==> src/rtl/mem_stage_lsu_pkg.sv <==
// Shared constants, FSM state type and alignment helper for the MEM-stage LSU.
// Imported by the LSU top and its load-extension sub-module.
package lsu_pkg;

    localparam logic [1:0] WD_DRAM = 2'b01;

    localparam logic [2:0] F3_B  = 3'b000;
    localparam logic [2:0] F3_H  = 3'b001;
    localparam logic [2:0] F3_W  = 3'b010;
    localparam logic [2:0] F3_BU = 3'b100;
    localparam logic [2:0] F3_HU = 3'b101;

    typedef enum logic [1:0] {
        IDLE,
        BUSY,
        DONE
    } lsu_state_e;

    // Unknown funct3 codes are word accesses, so they demand full word alignment.
    function automatic logic isMisaligned(input logic [2:0] funct3, input logic [1:0] offset);
        case (funct3)
            F3_B, F3_BU: isMisaligned = 1'b0;
            F3_H, F3_HU: isMisaligned = offset[0];
            default:     isMisaligned = (offset != 2'b00);
        endcase
    endfunction

endpackage

==> src/rtl/mem_stage_lsu_if.sv <==
// Data-memory request/acknowledge bus between the MEM-stage LSU (master) and data memory (slave).
// Signal suffixes are named from the LSU's point of view.
interface mem_stage_lsu_if;

    logic        dm_req_o;
    logic        dm_we_o;
    logic [31:0] dm_addr_o;
    logic [3:0]  dm_be_o;
    logic [31:0] dm_wdata_o;
    logic        dm_ack_i;
    logic [31:0] dm_rdata_i;

    modport master (
        output dm_req_o, dm_we_o, dm_addr_o, dm_be_o, dm_wdata_o,
        input  dm_ack_i, dm_rdata_i
    );

    modport slave (
        input  dm_req_o, dm_we_o, dm_addr_o, dm_be_o, dm_wdata_o,
        output dm_ack_i, dm_rdata_i
    );

endinterface

==> src/rtl/mem_stage_lsu_load_ext.sv <==
// Combinational lane select and sign/zero extension of a read word by funct3 and address offset.
// Kept separate so a later forwarding path can reuse the same extension.
module lsu_load_ext
    import lsu_pkg::*;
(
    input  logic [2:0]  funct3_i,
    input  logic [1:0]  offset_i,
    input  logic [31:0] rdata_i,
    output logic [31:0] ldata_o
);

    logic [7:0]  byteSel;
    logic [15:0] halfSel;

    always_comb begin
        case (offset_i)
            2'd0:    byteSel = rdata_i[7:0];
            2'd1:    byteSel = rdata_i[15:8];
            2'd2:    byteSel = rdata_i[23:16];
            default: byteSel = rdata_i[31:24];
        endcase
        halfSel = offset_i[1] ? rdata_i[31:16] : rdata_i[15:0];

        case (funct3_i)
            F3_B:    ldata_o = {{24{byteSel[7]}}, byteSel};
            F3_H:    ldata_o = {{16{halfSel[15]}}, halfSel};
            F3_BU:   ldata_o = {24'h0, byteSel};
            F3_HU:   ldata_o = {16'h0, halfSel};
            default: ldata_o = rdata_i;
        endcase
    end

endmodule

==> src/rtl/mem_stage_lsu.sv <==
// MEM-stage load/store unit: runs one data-memory req/ack transaction per access and stalls the pipeline meanwhile.
// Optional MISALIGN_TRAP_EN traps misaligned half/word accesses instead of forcing alignment.
module mem_stage_lsu
    import lsu_pkg::*;
#(
    parameter int unsigned TIMEOUT = 16
) (
    input  logic                   clk,
    input  logic                   rst,
    input  logic [1:0]             MEM_WdSel_i,
    input  logic                   MEM_DMwe_i,
    input  logic [31:0]            MEM_ALUc_i,
    input  logic [31:0]            MEM_rd2_i,
    input  logic [31:0]            MEM_inst_i,
    mem_stage_lsu_if.master        dm,
    output logic                   lsu_stop_o,
    output logic [31:0]            MEM_ldata_o,
    output logic                   bus_err_o
`ifdef MISALIGN_TRAP_EN
    ,
    output logic                   misalign_o
`endif
);

    localparam int CW = $clog2(TIMEOUT + 1);

    lsu_state_e  state_q, state_d;
    logic [CW-1:0] cnt_q, cnt_d;
    logic [31:0] ldata_q, ldata_d;
    logic        err_q, err_d;

    logic [2:0]  funct3;
    logic [1:0]  offset;
    logic        isStore, isLoad, access, misalignHit, ackTake;
    logic [3:0]  beRaw;
    logic [31:0] wdataRaw, loadExt;
    logic        unusedInstBits;

    assign funct3  = MEM_inst_i[14:12];
    assign offset  = MEM_ALUc_i[1:0];
    assign isStore = MEM_DMwe_i;
    assign isLoad  = ~MEM_DMwe_i & (MEM_WdSel_i == WD_DRAM);
    assign access  = isStore | isLoad;
    assign unusedInstBits = ^{MEM_inst_i[31:15], MEM_inst_i[11:0]};

`ifdef MISALIGN_TRAP_EN
    assign misalignHit = isMisaligned(funct3, offset);
`else
    assign misalignHit = 1'b0;
`endif

    // Gating with rst drops the request the instant reset is raised, even mid-transaction.
    assign dm.dm_req_o  = ~rst & (((state_q == IDLE) & access & ~misalignHit) | (state_q == BUSY));
    assign lsu_stop_o   = ~rst & (((state_q == IDLE) & access) | (state_q == BUSY));
    assign dm.dm_we_o   = dm.dm_req_o & isStore;
    assign dm.dm_addr_o = dm.dm_req_o ? {MEM_ALUc_i[31:2], 2'b00} : 32'h0;
    assign dm.dm_be_o   = dm.dm_req_o ? beRaw : 4'h0;
    assign dm.dm_wdata_o = dm.dm_req_o ? wdataRaw : 32'h0;
    assign ackTake      = dm.dm_ack_i & dm.dm_req_o;

    always_comb begin
        beRaw    = 4'hF;
        wdataRaw = 32'h0;
        if (isStore) begin
            case (funct3[1:0])
                2'b00: begin
                    beRaw    = 4'b0001 << offset;
                    wdataRaw = {4{MEM_rd2_i[7:0]}};
                end
                2'b01: begin
                    beRaw    = 4'b0011 << {offset[1], 1'b0};
                    wdataRaw = {2{MEM_rd2_i[15:0]}};
                end
                default: begin
                    beRaw    = 4'hF;
                    wdataRaw = MEM_rd2_i;
                end
            endcase
        end
    end

    lsu_load_ext u_load_ext (
        .funct3_i (funct3),
        .offset_i (offset),
        .rdata_i  (dm.dm_rdata_i),
        .ldata_o  (loadExt)
    );

    always_comb begin
        state_d = state_q;
        cnt_d   = cnt_q;
        ldata_d = ldata_q;
        err_d   = err_q;
        case (state_q)
            IDLE: begin
                if (access) begin
                    if (misalignHit) begin
                        state_d = DONE;
                    end else if (ackTake) begin
                        state_d = DONE;
                        if (isLoad) ldata_d = loadExt;
                    end else begin
                        state_d = BUSY;
                        cnt_d   = CW'(1);
                    end
                end
            end
            BUSY: begin
                if (ackTake) begin
                    state_d = DONE;
                    if (isLoad) ldata_d = loadExt;
                end else if (cnt_q == CW'(TIMEOUT)) begin
                    state_d = DONE;
                    err_d   = 1'b1;
                    if (isLoad) ldata_d = 32'h0;
                end else begin
                    cnt_d = cnt_q + CW'(1);
                end
            end
            default: begin
                state_d = IDLE;
                cnt_d   = '0;
            end
        endcase
    end

    always_ff @(posedge clk or posedge rst) begin
        if (rst) begin
            state_q <= IDLE;
            cnt_q   <= '0;
            ldata_q <= 32'h0;
            err_q   <= 1'b0;
        end else begin
            state_q <= state_d;
            cnt_q   <= cnt_d;
            ldata_q <= ldata_d;
            err_q   <= err_d;
        end
    end

`ifdef MISALIGN_TRAP_EN
    logic misalign_q;

    // High exactly for the DONE cycle that follows a trapped access.
    always_ff @(posedge clk or posedge rst) begin
        if (rst) misalign_q <= 1'b0;
        else     misalign_q <= (state_q == IDLE) & access & misalignHit;
    end

    assign misalign_o = misalign_q;
`endif

    assign MEM_ldata_o = ldata_q;
    assign bus_err_o   = err_q;

endmodule

==> src/flat_wrapper.sv <==
// flat-port wrapper written by rule: the top's interface ports become plain ports
module mem_stage_lsu_flat import lsu_pkg::*;
#(
    parameter int unsigned TIMEOUT = 16
)
  (clk, rst, MEM_WdSel_i, MEM_DMwe_i, MEM_ALUc_i, MEM_rd2_i, MEM_inst_i, lsu_stop_o, MEM_ldata_o, bus_err_o, dm_dm_req_o, dm_dm_we_o, dm_dm_addr_o, dm_dm_be_o, dm_dm_wdata_o, dm_dm_ack_i, dm_dm_rdata_i);
  mem_stage_lsu_if dm_i ();
  input  logic clk;
  input  logic rst;
  input  logic [1:0] MEM_WdSel_i;
  input  logic MEM_DMwe_i;
  input  logic [31:0] MEM_ALUc_i;
  input  logic [31:0] MEM_rd2_i;
  input  logic [31:0] MEM_inst_i;
  output logic lsu_stop_o;
  output logic [31:0] MEM_ldata_o;
  output logic bus_err_o;
  output wire logic [$bits(dm_i.dm_req_o)-1:0] dm_dm_req_o;
  output wire logic [$bits(dm_i.dm_we_o)-1:0] dm_dm_we_o;
  output wire logic [$bits(dm_i.dm_addr_o)-1:0] dm_dm_addr_o;
  output wire logic [$bits(dm_i.dm_be_o)-1:0] dm_dm_be_o;
  output wire logic [$bits(dm_i.dm_wdata_o)-1:0] dm_dm_wdata_o;
  input wire logic [$bits(dm_i.dm_ack_i)-1:0] dm_dm_ack_i;
  input wire logic [$bits(dm_i.dm_rdata_i)-1:0] dm_dm_rdata_i;
  assign dm_dm_req_o = dm_i.dm_req_o;
  assign dm_dm_we_o = dm_i.dm_we_o;
  assign dm_dm_addr_o = dm_i.dm_addr_o;
  assign dm_dm_be_o = dm_i.dm_be_o;
  assign dm_dm_wdata_o = dm_i.dm_wdata_o;
  assign dm_i.dm_ack_i = dm_dm_ack_i;
  assign dm_i.dm_rdata_i = dm_dm_rdata_i;
  mem_stage_lsu #(.TIMEOUT(TIMEOUT)) u_core (.clk(clk), .rst(rst), .MEM_WdSel_i(MEM_WdSel_i), .MEM_DMwe_i(MEM_DMwe_i), .MEM_ALUc_i(MEM_ALUc_i), .MEM_rd2_i(MEM_rd2_i), .MEM_inst_i(MEM_inst_i), .dm(dm_i), .lsu_stop_o(lsu_stop_o), .MEM_ldata_o(MEM_ldata_o), .bus_err_o(bus_err_o));
endmodule
==> config.mk <==
export PLATFORM = sky130hd
export DESIGN_NAME = mem_stage_lsu_flat
export DESIGN_NICKNAME = d
export VERILOG_FILES = /design/src/rtl/mem_stage_lsu_pkg.sv /design/src/rtl/mem_stage_lsu_if.sv /design/src/rtl/mem_stage_lsu_load_ext.sv /design/src/rtl/mem_stage_lsu.sv /design/src/flat_wrapper.sv
export SDC_FILE = /design/constraint.sdc
export NUM_CORES = 1
export LEC_CHECK = 0
export CAP_MARGIN = 10
export CORE_UTILIZATION = 24
export DETAILED_ROUTE_END_ITERATION = 10
export MAX_ROUTING_LAYER = met4
export PLACE_DENSITY = 0.64
export SLEW_MARGIN = 5
export SYNTH_ARGS = -nofsm -noshare
export SYNTH_HDL_FRONTEND = slang
export SYNTH_SLANG_ARGS = --single-unit
==> constraint.sdc <==
create_clock -name clk -period 5.2 [get_ports clk]
set_input_delay 1.04 -clock clk [delete_from_list [all_inputs] [get_ports clk]]
set_output_delay 1.04 -clock clk [all_outputs]
set_load 0.02 [all_outputs]
==> flow_summary.ini <==
[logic_synthesis]
yosys_most_used_dff = dfrtp_1
ys.warnings.count = 0
syn_avg_cell_area_um2 = 7.780
synth_edf_count = 0
syn_area_um2 = 3384
synthArstFlopShare_pct = 100.0
yosysSeqAreaShare_pct = 29.57
ys_ff_latch = 40
yosysUniqueCellTypes = 53
synth_cells = 435

[setup_path]
rrSetupSlack_ps = 2840
reg2reg_depth = 6
critPathLaunch = MEM_WdSel_i[1]
critPathMaxStageDelay_ps = 690
worstReg2RegEnd = u_core.MEM_ldata_o[16]
endpoint = dm_dm_wdata_o[11]
cp_cell_sequence = clkdlybuf4s50_1 -> nand2b_1 -> a21oi_1 -> nand2_1 -> inv_1 -> nand2_1 -> a21oi_1 -> clkdlybuf4s50_1
cp_data_required_time_ps = 4160
cp_top_family = buffers and inverters
worst_ep_arrival_time_ps = 3690
cp.depth = 8
crit_type = in -> out
cp-end-kind = output pin
worst-path-max-fanout = 25
slowest_stage = clkdlybuf4s50_1
r2r_start = u_core.cnt_q[0]
worst-path-buf-inv = 3
crit_path_start_kind = input pin

[cts]
cts_setup_buffers = 0
path_clk_slew_ps = 60
clockRootBuffer = clkbuf_16
cts.repair.resized = 0
cts_tree = built
cts_made_buffers = 5
htreeDepth = 2
clkLatencyLatePin_ps = 280
clockBufferDepth = 2
cts.sinks = 40
hold_buffers = 0

[die]
fp.dieW_um = 120.8
initial_utilization_pct = 24.48
coreArea_um2 = 13830
die_area_um2 = 14580
die_h_um = 120.8
ios = 238
rows = 43

[drt]
wire_per_inst_um = 17.44
num_vias = 4037
drcViolationCount = 0
first_pass_iters = 4
wirelength_um = 13900
drt_iter0_drc = 231
ant_nets = 0
via_per_inst = 5.065

[timing]
fin_crit_sh_pct = 90.99
period_minus_slack_ps = 4732
final_hold_viol_count = 0
skew_ps = 4.944
slew_violations = 0
grt_setup_unrepaired = false
tightestPinTransition_ps = 920.9
relSlewSlack_pct = 38.61
fmax_mhz = 211.3
setup_tns_ps = 0
finalSetupViolCount = 0

[min_path]
hold_path.class = reg -> reg
hold_path_depth = 1

[pwr]
vdd_ir_drop_max_mv = 0.1395
power_density_nw_per_um2 = 212.7
p_total_mw = 1.210
p_leak_nw = 2.400

[placed_design]
port_buffers = 206
dp_hpwl_um = 11040
place.gp.congestion = 0.8343

[grt]
overflow = 0
grt_pass1_wl_um = 21170
grt_pass1_vias = 3893
grt_usage_pct = 19.27
grt_max_degree = 42
antenna_found_initial = 0

[finish]
finalNetCount = 752
antennaDiodeCount = 0
nFillCells = 1366
mostFrequentLayoutCell = clkdlybuf4s50_1
final_cell_mix = clkdlybuf4s50_1 (204), nand2_1 (46), a21oi_1 (43)
syn_to_final_growth_pct = 68.10
layout-drive-gt1-share_pct = 4.862

[flow_run]
drv_cap = 0

[run_status]
status = complete, no violations
[worst register-to-register path, stage by stage (launching register included)]
cell      delay, ps
dfrtp_1         410
inv_1            70
ha_1            130
nand3b_1        100
or3_1           450
a221o_1         680
a22o_2          390
[worst min-delay path by stage]
stage | to | slack [ps] | startpoint
after floorplan | u_core.cnt_q[4] | 530 | u_core.cnt_q[4]
after global placement | u_core.bus_err_o | 460 | u_core.bus_err_o
after detailed placement | u_core.bus_err_o | 450 | u_core.bus_err_o
after CTS | u_core.bus_err_o | 460 | u_core.bus_err_o
after global routing | u_core.bus_err_o | 470 | u_core.bus_err_o
final | u_core.bus_err_o | 470 | u_core.bus_err_o
[cells in the mapped netlist, types with 2 or more instances]
cell	n	area (µm²)
dfrtp_1	40	1001
a21oi_1	43	215.2
mux2i_1	24	240.2
a22o_1	13	113.9
nor2_1	38	142.6
clkbuf_1	21	78.83
buf_1	6	22.52
inv_1	15	56.30
o22a_1	9	78.83
nand4_1	2	12.51
mux2_2	3	33.78
buf_2	6	30.03
a32o_1	6	60.06
nor4_1	2	12.51
ha_1	2	25.02
and2_1	33	206.5
a311oi_1	8	70.07
a22oi_1	2	15.01
nor2b_1	5	31.28
o21ai_0	8	40.04
a221oi_1	8	70.07
a21o_1	7	52.55
nor3_1	4	20.02
or2_2	3	18.77
a31oi_1	2	12.51
buf_6	3	33.78
buf_4	3	22.52
o21ai_1	2	10.01
nand3b_1	7	52.55
nand3_1	18	90.09
and3_1	8	50.05
nand2b_1	16	100.1
a22o_2	3	30.03
nand2_1	46	172.7
[cell families after synthesis]
| family | after synthesis | synth area share, % |
|---|---|---|
| AND/OR/NAND/NOR | 190 | 28.87 |
| buffers and inverters | 55 | 7.320 |
| flip-flops | 40 | 29.57 |
| AO/OA/AOI/OAI | 120 | 25.29 |
| other | 1 | 0.1108 |
| multiplexers | 27 | 8.096 |
| adder cells (fa/ha/maj) | 2 | 0.7393 |
[metrics by stage]
| step | area [µm²] | hold slack, ps | cells | worst slack (ps) | utilization [%] |
|---|---|---|---|---|---|
| 2_1_floorplan | 3388 | 529.5 | 436 | 1138 | - |
| 3_3_place_gp | 5525 | 462.1 | 789 | 489.8 | 39.96 |
| 3_5_place_dp | 5525 | 445.4 | 789 | 446.6 | 39.96 |
| 4_1_cts | 5689 | 462.8 | 797 | 421.0 | 41.15 |
| 5_1_grt | 5689 | 468.1 | 797 | 205.4 | 41.15 |
| 6_report | 5689 | 466.0 | 797 | 468.3 | 41.15 |
[state kept, by name (all words and copies together) (netlist names)]
name / count
u_core.MEM_ldata_o: 32
u_core.cnt_q: 5
u_core.state_q: 2
u_core.bus_err_o: 1
[power by group]
part	switching [mW]	internal, mW	total, mW
Combinational	0.239	0.242	0.481
Sequential	0.0262	0.345	0.371
Clock	0.131	0.226	0.358
Total	0.397	0.813	1.21
[per-layer routing]
layer	vias up	routed length [µm]	track usage (%)
met5	-	0	-
met4	0	115	3.164
met3	9	817	3.113
met2	164	7673	35.92
met1	1936	5290	21.83
li1	1928	-	-
[layout make-up]
type	instances	area, µm²	area share (%)
clock buffer	6	128.9	2.265
clock inverter	2	35.03	0.6158
inverter	16	60.06	1.056
multi-input combinational	341	2140	37.61
sequential	40	1001	17.59
tap	180	225.2	3.959
timing repair buffer	212	2100	36.90
(Power assumes the default switching activity.)
